$ cat config.mk
export PLATFORM = sky130hd
export DESIGN_NAME = mem_wr_rr_arbiter
export DESIGN_NICKNAME = d
export VERILOG_FILES = /design/src/rtl/mem_pkg.sv /design/src/rtl/mem_wr_rr_arbiter_rr_pick.sv /design/src/rtl/mem_wr_rr_arbiter.sv
export SDC_FILE = /design/constraint.sdc
export NUM_CORES = 1
export LEC_CHECK = 0
export CORE_UTILIZATION = 35
export CTS_CLUSTER_SIZE = 40
export DETAILED_ROUTE_END_ITERATION = 10
export HOLD_SLACK_MARGIN = 0.12
export PLACE_DENSITY = 0.75
export SYNTH_ARGS = -nofsm -noshare
export SYNTH_HDL_FRONTEND = slang
export SYNTH_SLANG_ARGS = --single-unit
$ cat constraint.sdc
create_clock -name clk -period 4.65 [get_ports clk]
set_clock_uncertainty 0.05 [all_clocks]
set_input_delay 0.93 -clock clk [delete_from_list [all_inputs] [get_ports clk]]
set_output_delay 0.93 -clock clk [all_outputs]
set_load 0.05 [all_outputs]
$ cat src/rtl/mem_pkg.sv
// Shared packet-buffer constants and types used by the write-port arbiter.
package mem_pkg;

  localparam int ADDR_W            = 16;
  localparam int BLOCK_BITS        = 32;
  localparam int NUM_PORTS_DEFAULT = 4;
  localparam int MAX_BURST_DEFAULT = 8;

  typedef logic [$clog2(NUM_PORTS_DEFAULT)-1:0] port_idx_t;

  typedef enum logic {
    ST_IDLE,
    ST_LOCKED
  } lock_state_e;

endpackage

$ cat src/rtl/mem_wr_rr_arbiter_rr_pick.sv
// Rotating-priority picker: grants the first set request scanning from start_i upward.
module rr_pick #(
  parameter int N  = 4,
  parameter int IW = (N > 1) ? $clog2(N) : 1
) (
  input  logic [N-1:0]  req_i,
  input  logic [IW-1:0] start_i,
  output logic [N-1:0]  gnt_o,
  output logic [IW-1:0] idx_o,
  output logic          any_o
);

  always_comb begin
    int          cand;
    logic [IW-1:0] cidx;
    gnt_o = '0;
    idx_o = '0;
    any_o = 1'b0;
    cand  = 0;
    cidx  = '0;
    for (int k = 0; k < N; k++) begin
      cand = (int'(start_i) + k) % N;
      cidx = IW'(cand);
      if (!any_o && req_i[cidx]) begin
        any_o       = 1'b1;
        idx_o       = cidx;
        gnt_o[cidx] = 1'b1;
      end
    end
  end

endmodule

$ cat src/rtl/mem_wr_rr_arbiter.sv
// Write-port arbiter for the shared packet buffer: TDM or work-conserving RR with
// optional burst lock, feeding a registered SRAM write port.
module mem_wr_rr_arbiter
  import mem_pkg::*;
#(
  parameter int  NUM_PORTS = NUM_PORTS_DEFAULT,
  parameter int  DATA_W    = BLOCK_BITS,
  parameter int  AW        = ADDR_W,
  parameter int  MAX_BURST = MAX_BURST_DEFAULT,
  localparam int PW        = (NUM_PORTS > 1) ? $clog2(NUM_PORTS) : 1
) (
  input  logic                             clk,
  input  logic                             rst,
  input  logic                             mode_rr_i,
  input  logic [NUM_PORTS-1:0]             req_valid_i,
  input  logic [NUM_PORTS-1:0]             req_last_i,
  input  logic [NUM_PORTS-1:0][AW-1:0]     req_addr_i,
  input  logic [NUM_PORTS-1:0][DATA_W-1:0] req_data_i,
  output logic [NUM_PORTS-1:0]             req_ready_o,
  output logic                             mem_we_o,
  output logic [AW-1:0]                    mem_addr_o,
  output logic [DATA_W-1:0]                mem_wdata_o,
  output logic [PW-1:0]                    mem_port_o,
  output logic                             lock_o
);

  localparam int CW = $clog2(MAX_BURST + 1);

  lock_state_e          state_q, state_d;
  logic [PW-1:0]        ptr_q, ptr_d;
  logic [PW-1:0]        lock_port_q, lock_port_d;
  logic [CW-1:0]        cnt_q, cnt_d;

  logic [NUM_PORTS-1:0] pick_gnt;
  logic [PW-1:0]        pick_idx;
  logic                 pick_any;
  logic [NUM_PORTS-1:0] ready;
  logic [PW-1:0]        acc_idx;
  logic                 accept;

  logic                 mem_we_q;
  logic [AW-1:0]        mem_addr_q;
  logic [DATA_W-1:0]    mem_wdata_q;
  logic [PW-1:0]        mem_port_q;

  function automatic logic [PW-1:0] inc_idx(input logic [PW-1:0] i);
    return (i == PW'(NUM_PORTS - 1)) ? '0 : i + 1'b1;
  endfunction

  rr_pick #(.N(NUM_PORTS), .IW(PW)) u_pick (
    .req_i   (req_valid_i),
    .start_i (ptr_q),
    .gnt_o   (pick_gnt),
    .idx_o   (pick_idx),
    .any_o   (pick_any)
  );

  // Grant selection: TDM slot owner, locked port, or RR scan from ptr.
  always_comb begin
    ready   = '0;
    acc_idx = ptr_q;
    accept  = 1'b0;
    if (!rst) begin
      if (!mode_rr_i) begin
        ready[ptr_q] = req_valid_i[ptr_q];
        accept       = req_valid_i[ptr_q];
      end else if (state_q == ST_LOCKED) begin
        ready[lock_port_q] = req_valid_i[lock_port_q];
        acc_idx            = lock_port_q;
        accept             = req_valid_i[lock_port_q];
      end else begin
        ready   = pick_gnt;
        acc_idx = pick_idx;
        accept  = pick_any;
      end
    end
  end

  always_comb begin
    state_d     = state_q;
    ptr_d       = ptr_q;
    lock_port_d = lock_port_q;
    cnt_d       = cnt_q;
    if (!mode_rr_i) begin
      state_d = ST_IDLE;
      cnt_d   = '0;
      ptr_d   = inc_idx(ptr_q);
    end else if (accept) begin
      if (state_q == ST_LOCKED) begin
        // The beat that brings the count to MAX_BURST ends the lock like a last beat.
        if (req_last_i[acc_idx] || cnt_q == CW'(MAX_BURST - 1)) begin
          state_d = ST_IDLE;
          cnt_d   = '0;
          ptr_d   = inc_idx(lock_port_q);
        end else begin
          cnt_d = cnt_q + 1'b1;
        end
      end else begin
        ptr_d = inc_idx(acc_idx);
        if (!req_last_i[acc_idx] && MAX_BURST > 1) begin
          state_d     = ST_LOCKED;
          lock_port_d = acc_idx;
          cnt_d       = CW'(1);
        end
      end
    end
  end

  always_ff @(posedge clk) begin
    if (rst) begin
      state_q     <= ST_IDLE;
      ptr_q       <= '0;
      lock_port_q <= '0;
      cnt_q       <= '0;
      mem_we_q    <= 1'b0;
      mem_addr_q  <= '0;
      mem_wdata_q <= '0;
      mem_port_q  <= '0;
    end else begin
      state_q     <= state_d;
      ptr_q       <= ptr_d;
      lock_port_q <= lock_port_d;
      cnt_q       <= cnt_d;
      mem_we_q    <= accept;
      if (accept) begin
        mem_addr_q  <= req_addr_i[acc_idx];
        mem_wdata_q <= req_data_i[acc_idx];
        mem_port_q  <= acc_idx;
      end
    end
  end

  assign req_ready_o = ready;
  assign mem_we_o    = mem_we_q;
  assign mem_addr_o  = mem_addr_q;
  assign mem_wdata_o = mem_wdata_q;
  assign mem_port_o  = mem_port_q;
  assign lock_o      = (state_q == ST_LOCKED) && mode_rr_i;

endmodule

==> flow_summary_export.csv <==
group,metric,value,unit
setup_path,end_kind,"output pin",
logic_synthesis,synth_area_leaders,"dfxtp_1 (27%), nand2_1 (21%), o21ai_0 (12%)",
run,maxCapViolations,0,
setup_path,crit_start,"req_valid_i[2]",
sta,tightest_slew,0.715,ns
routing,dr_wl_met2,7440,µm
clock_network,hold_buffers,0,
setup_path,crit_path_top_delay_cell,"mux4_2",
routing,drt_drc_violations_left,0,
global_routing,grt_max_degree,98,
global_routing,grt_overflow,0,
sta,setup_tns,0,ns
setup_path,worstPathArrival,3.39,ns
clock_network,clock_path_buffers,2,
logic_synthesis,synthesis.nets,904,
floorplan,die_area,13200,µm²
global_routing,antenna_found_initial,0,
floorplan,die_w,115,µm
sta,setup_viol,0,
sta,setup_ws,0.284,ns
cells_and_area,seqCellArea,1200,µm²
cells_and_area,area_delta_synth_final,67.9,%
setup_path,worstPathMaxFanout,9,
status,status,"finished, final reports clean",
placed_design,hpwl,11300,µm
routing,m1WireLength,6650,µm
logic_synthesis,avgSynthCellArea,6.50,µm²
clock_network,clk-insertion-delay-late,0.31,ns
clock_network,cts_setup_buffers,0,
global_routing,grt_first_pass_wirelength,24400,µm
logic_synthesis,ys_seq_area_frac,0.269,
routing,wire_per_inst,14.0,µm
floorplan,die_y,115,µm
floorplan,ios,259,
logic_synthesis,synth_top_area_frac,0.269,
global_routing,grt_pass1_vias,4960,
sta,max_freq,0.229,GHz
power,power_density,474,nW/µm²
logic_synthesis,synth_edf_count,0,
clock_network,root_buffer,"clkbuf_16",
routing,drt-initial-drc-count,313,
clock_network,ctsHtreeMaxLevel,3,
clock_network,cts_resized,0,
routing,avgViaCountPerCell,4.97,
floorplan,start_util,0.366,
min_path,hold_start,"mem_wdata_o[24]$_SDFFE_PP0P_",
global_routing,grt_usage,0.230,
cells_and_area,drive_gt1_frac,0.0543,
sta,period_needed,4.37,ns
placed_design,pre_cts_slack,0.289,ns
logic_synthesis,syn_area,4470,µm²
setup_path,startpoint_type,"primary input",
routing,drt_pass1_iterations,5,
routing,wl_met3,1120,µm
setup_path,slowest_delay,0.63,ns
clock_network,clkSinkCount,60,
logic_synthesis,synth-async-reset-ratio,0,
sta,holdWs,0.435,ns
sta,slew_viol_final,0,
setup_path,r2r-start,"ptr_q[0]$_SDFFE_PP0P_",
power,max-vdd-ir-drop,0.000241,V
clock_network,cts_tree,"done",
cells_and_area,layout.nets,1131,
sta,slew-limit-headroom,0.523,
routing,detail-route-antenna-nets,0,
floorplan,rows,40,
routing,num_vias,5404,
clock_network,numCtsBuffers,9,
cells_and_area,multi_input_area,3040,µm²
placed_design,port_buffers,258,
logic_synthesis,syn_inst,688,
placed_design,gp_congestion,0.873,
routing,routed.top_layer,"met4",
min_path,holdCritPathClass,"flop to flop",
setup_path,crit_type,"primary input to output pin",
routing,wl,15300,µm
floorplan,coreArea,12200,µm²
sta,period_share,0.939,
logic_synthesis,synth_area_leader_cell,"dfxtp_1",
cells_and_area,n_antenna_cell,0,
logic_synthesis,ys.flop_type,"dfxtp_1",
clock_network,cts.clk_slew.worst_paths,0.06,ns
cells_and_area,fillers,1175,
setup_path,cp.required,3.67,ns
logic_synthesis,ys_warn_count,0,
setup_path,crit_chain,"clkdlybuf4s50_1 > mux4_2 > nor4b_2 > a21oi_1 > o21ai_0 > a22oi_1 > nor2_1 > buf_12",
sta,rsz0062_at_grt,"no",
power,power.leakage,3.09,nW
sta,hold_violations,0,
logic_synthesis,ys_types,45,
logic_synthesis,ys_ff_latch,60,
-- state kept, by name, indices dropped and copies added, names as in the netlist --
name         cells
ptr_q            2
mem_wdata_o     32
lock_port_q      2
mem_we_o         1
state_q          1
mem_addr_o      16
mem_port_o       2
cnt_q            4
-- worst max-delay path: cells and delay by family --
family	cells	cell delay (ns)
compound gates	3	0.40
buf+inv	2	0.70
simple gates	2	0.72
mux	1	0.63
-- metal layers --
layer / vias to the layer above / GRT usage
li1: 2793 / -
met1: 2431 / 0.287
met2: 173 / 0.402
met3: 7 / 0.0633
met4: 0 / 0.0390
met5: - / 0
-- per-stage QoR --
| stage | instances | power [W] | utilization | instance area, µm² |
|---|---|---|---|---|
| after floorplan | 688 | 0.00216 | - | 4470 |
| after global placement | 1072 | 0.00288 | 0.589 | 7200 |
| after detailed placement | 1072 | 0.00289 | 0.589 | 7200 |
| after CTS | 1088 | 0.00359 | 0.614 | 7500 |
| after global routing | 1088 | 0.00381 | 0.614 | 7500 |
| final | 1088 | 0.00356 | 0.614 | 7500 |
-- cells by family (layout without fill, tap and decap cells) --
group,count (synthesis),count (layout),share of synthesized area
AND/OR/NAND/NOR,394,394,0.402
AO/OA/AOI/OAI,146,146,0.194
buffers and inverters,62,294,0.0546
flip-flops,60,60,0.269
adder cells (fa/ha/maj),13,13,0.0364
multiplexers,13,13,0.0437
-- cells in the mapped netlist, types with 2 or more instances --
| cell | number |
|---|---|
| nand2_1 | 251 |
| o21ai_0 | 104 |
| dfxtp_1 | 60 |
| nand3_1 | 54 |
| nand3b_1 | 52 |
| clkbuf_1 | 42 |
| nor2_1 | 18 |
| ha_1 | 13 |
| a22oi_1 | 9 |
| buf_2 | 9 |
| inv_1 | 7 |
| a21oi_1 | 6 |
| mux2i_1 | 6 |
| mux4_2 | 5 |
| nor2b_1 | 4 |
| a211o_1 | 3 |
| a211oi_1 | 3 |
| buf_1 | 3 |
| nand2b_1 | 3 |
| o21a_1 | 3 |
| a211oi_2 | 2 |
| a32o_1 | 2 |
| mux2_2 | 2 |
| nor3_1 | 2 |
| nor4_1 | 2 |
| o211ai_1 | 2 |
| or2_2 | 2 |
| or3_1 | 2 |
-- power breakdown --
group	switching [W]	total (W)	leakage, nW	internal, W
combinational	0.00133	0.00212	2.45	0.000785
clock	0.000234	0.000676	0.149	0.000442
sequential	0.0000881	0.000764	0.498	0.000676
total	0.00165	0.00356	3.09	0.00190
-- layout by cell type (no fill, tap or decap), drive strengths merged, types with 2 or more instances in the layout --
cell type	Yosys	routed
a211o	3	3
a211oi	5	5
a21oi	6	6
a22oi	9	9
a32o	2	2
buf	12	17
clkbuf	42	12
clkdlybuf4s50	0	253
clkinv	0	2
dfxtp	60	60
ha	13	13
inv	8	8
mux2	2	2
mux2i	6	6
mux4	5	5
nand2	251	251
nand2b	3	3
nand3	54	54
nand3b	52	52
nor2	19	19
nor2b	4	4
nor3	2	2
nor4	2	2
o211ai	2	2
o21a	3	3
o21ai	105	105
o221a	2	2
o22ai	2	2
or2	2	2
or3	2	2
-- final timing paths --
path	to	slack [ns]	cells after the start
worst min register to register	mem_wdata_o[24]$_SDFFE_PP0P_	0.44	2
worst max register to register	cnt_q[3]$_SDFFE_PP0P_	1.23	10
worst max-delay path	req_ready_o[2]	0.28	8
worst min-delay path	mem_wdata_o[24]$_SDFFE_PP0P_	0.44	2
-- layout make-up --
class / count / area share
Tap cell: 168 / 0.0280
Sequential cell: 60 / 0.160
Clock buffer: 12 / 0.0342
Inverter: 8 / 0.00400
Timing Repair Buffer: 270 / 0.363
Clock inverter: 4 / 0.00634
Multi-Input combinational cell: 566 / 0.405
No activity file was read; power rests on OpenSTA's default activity.
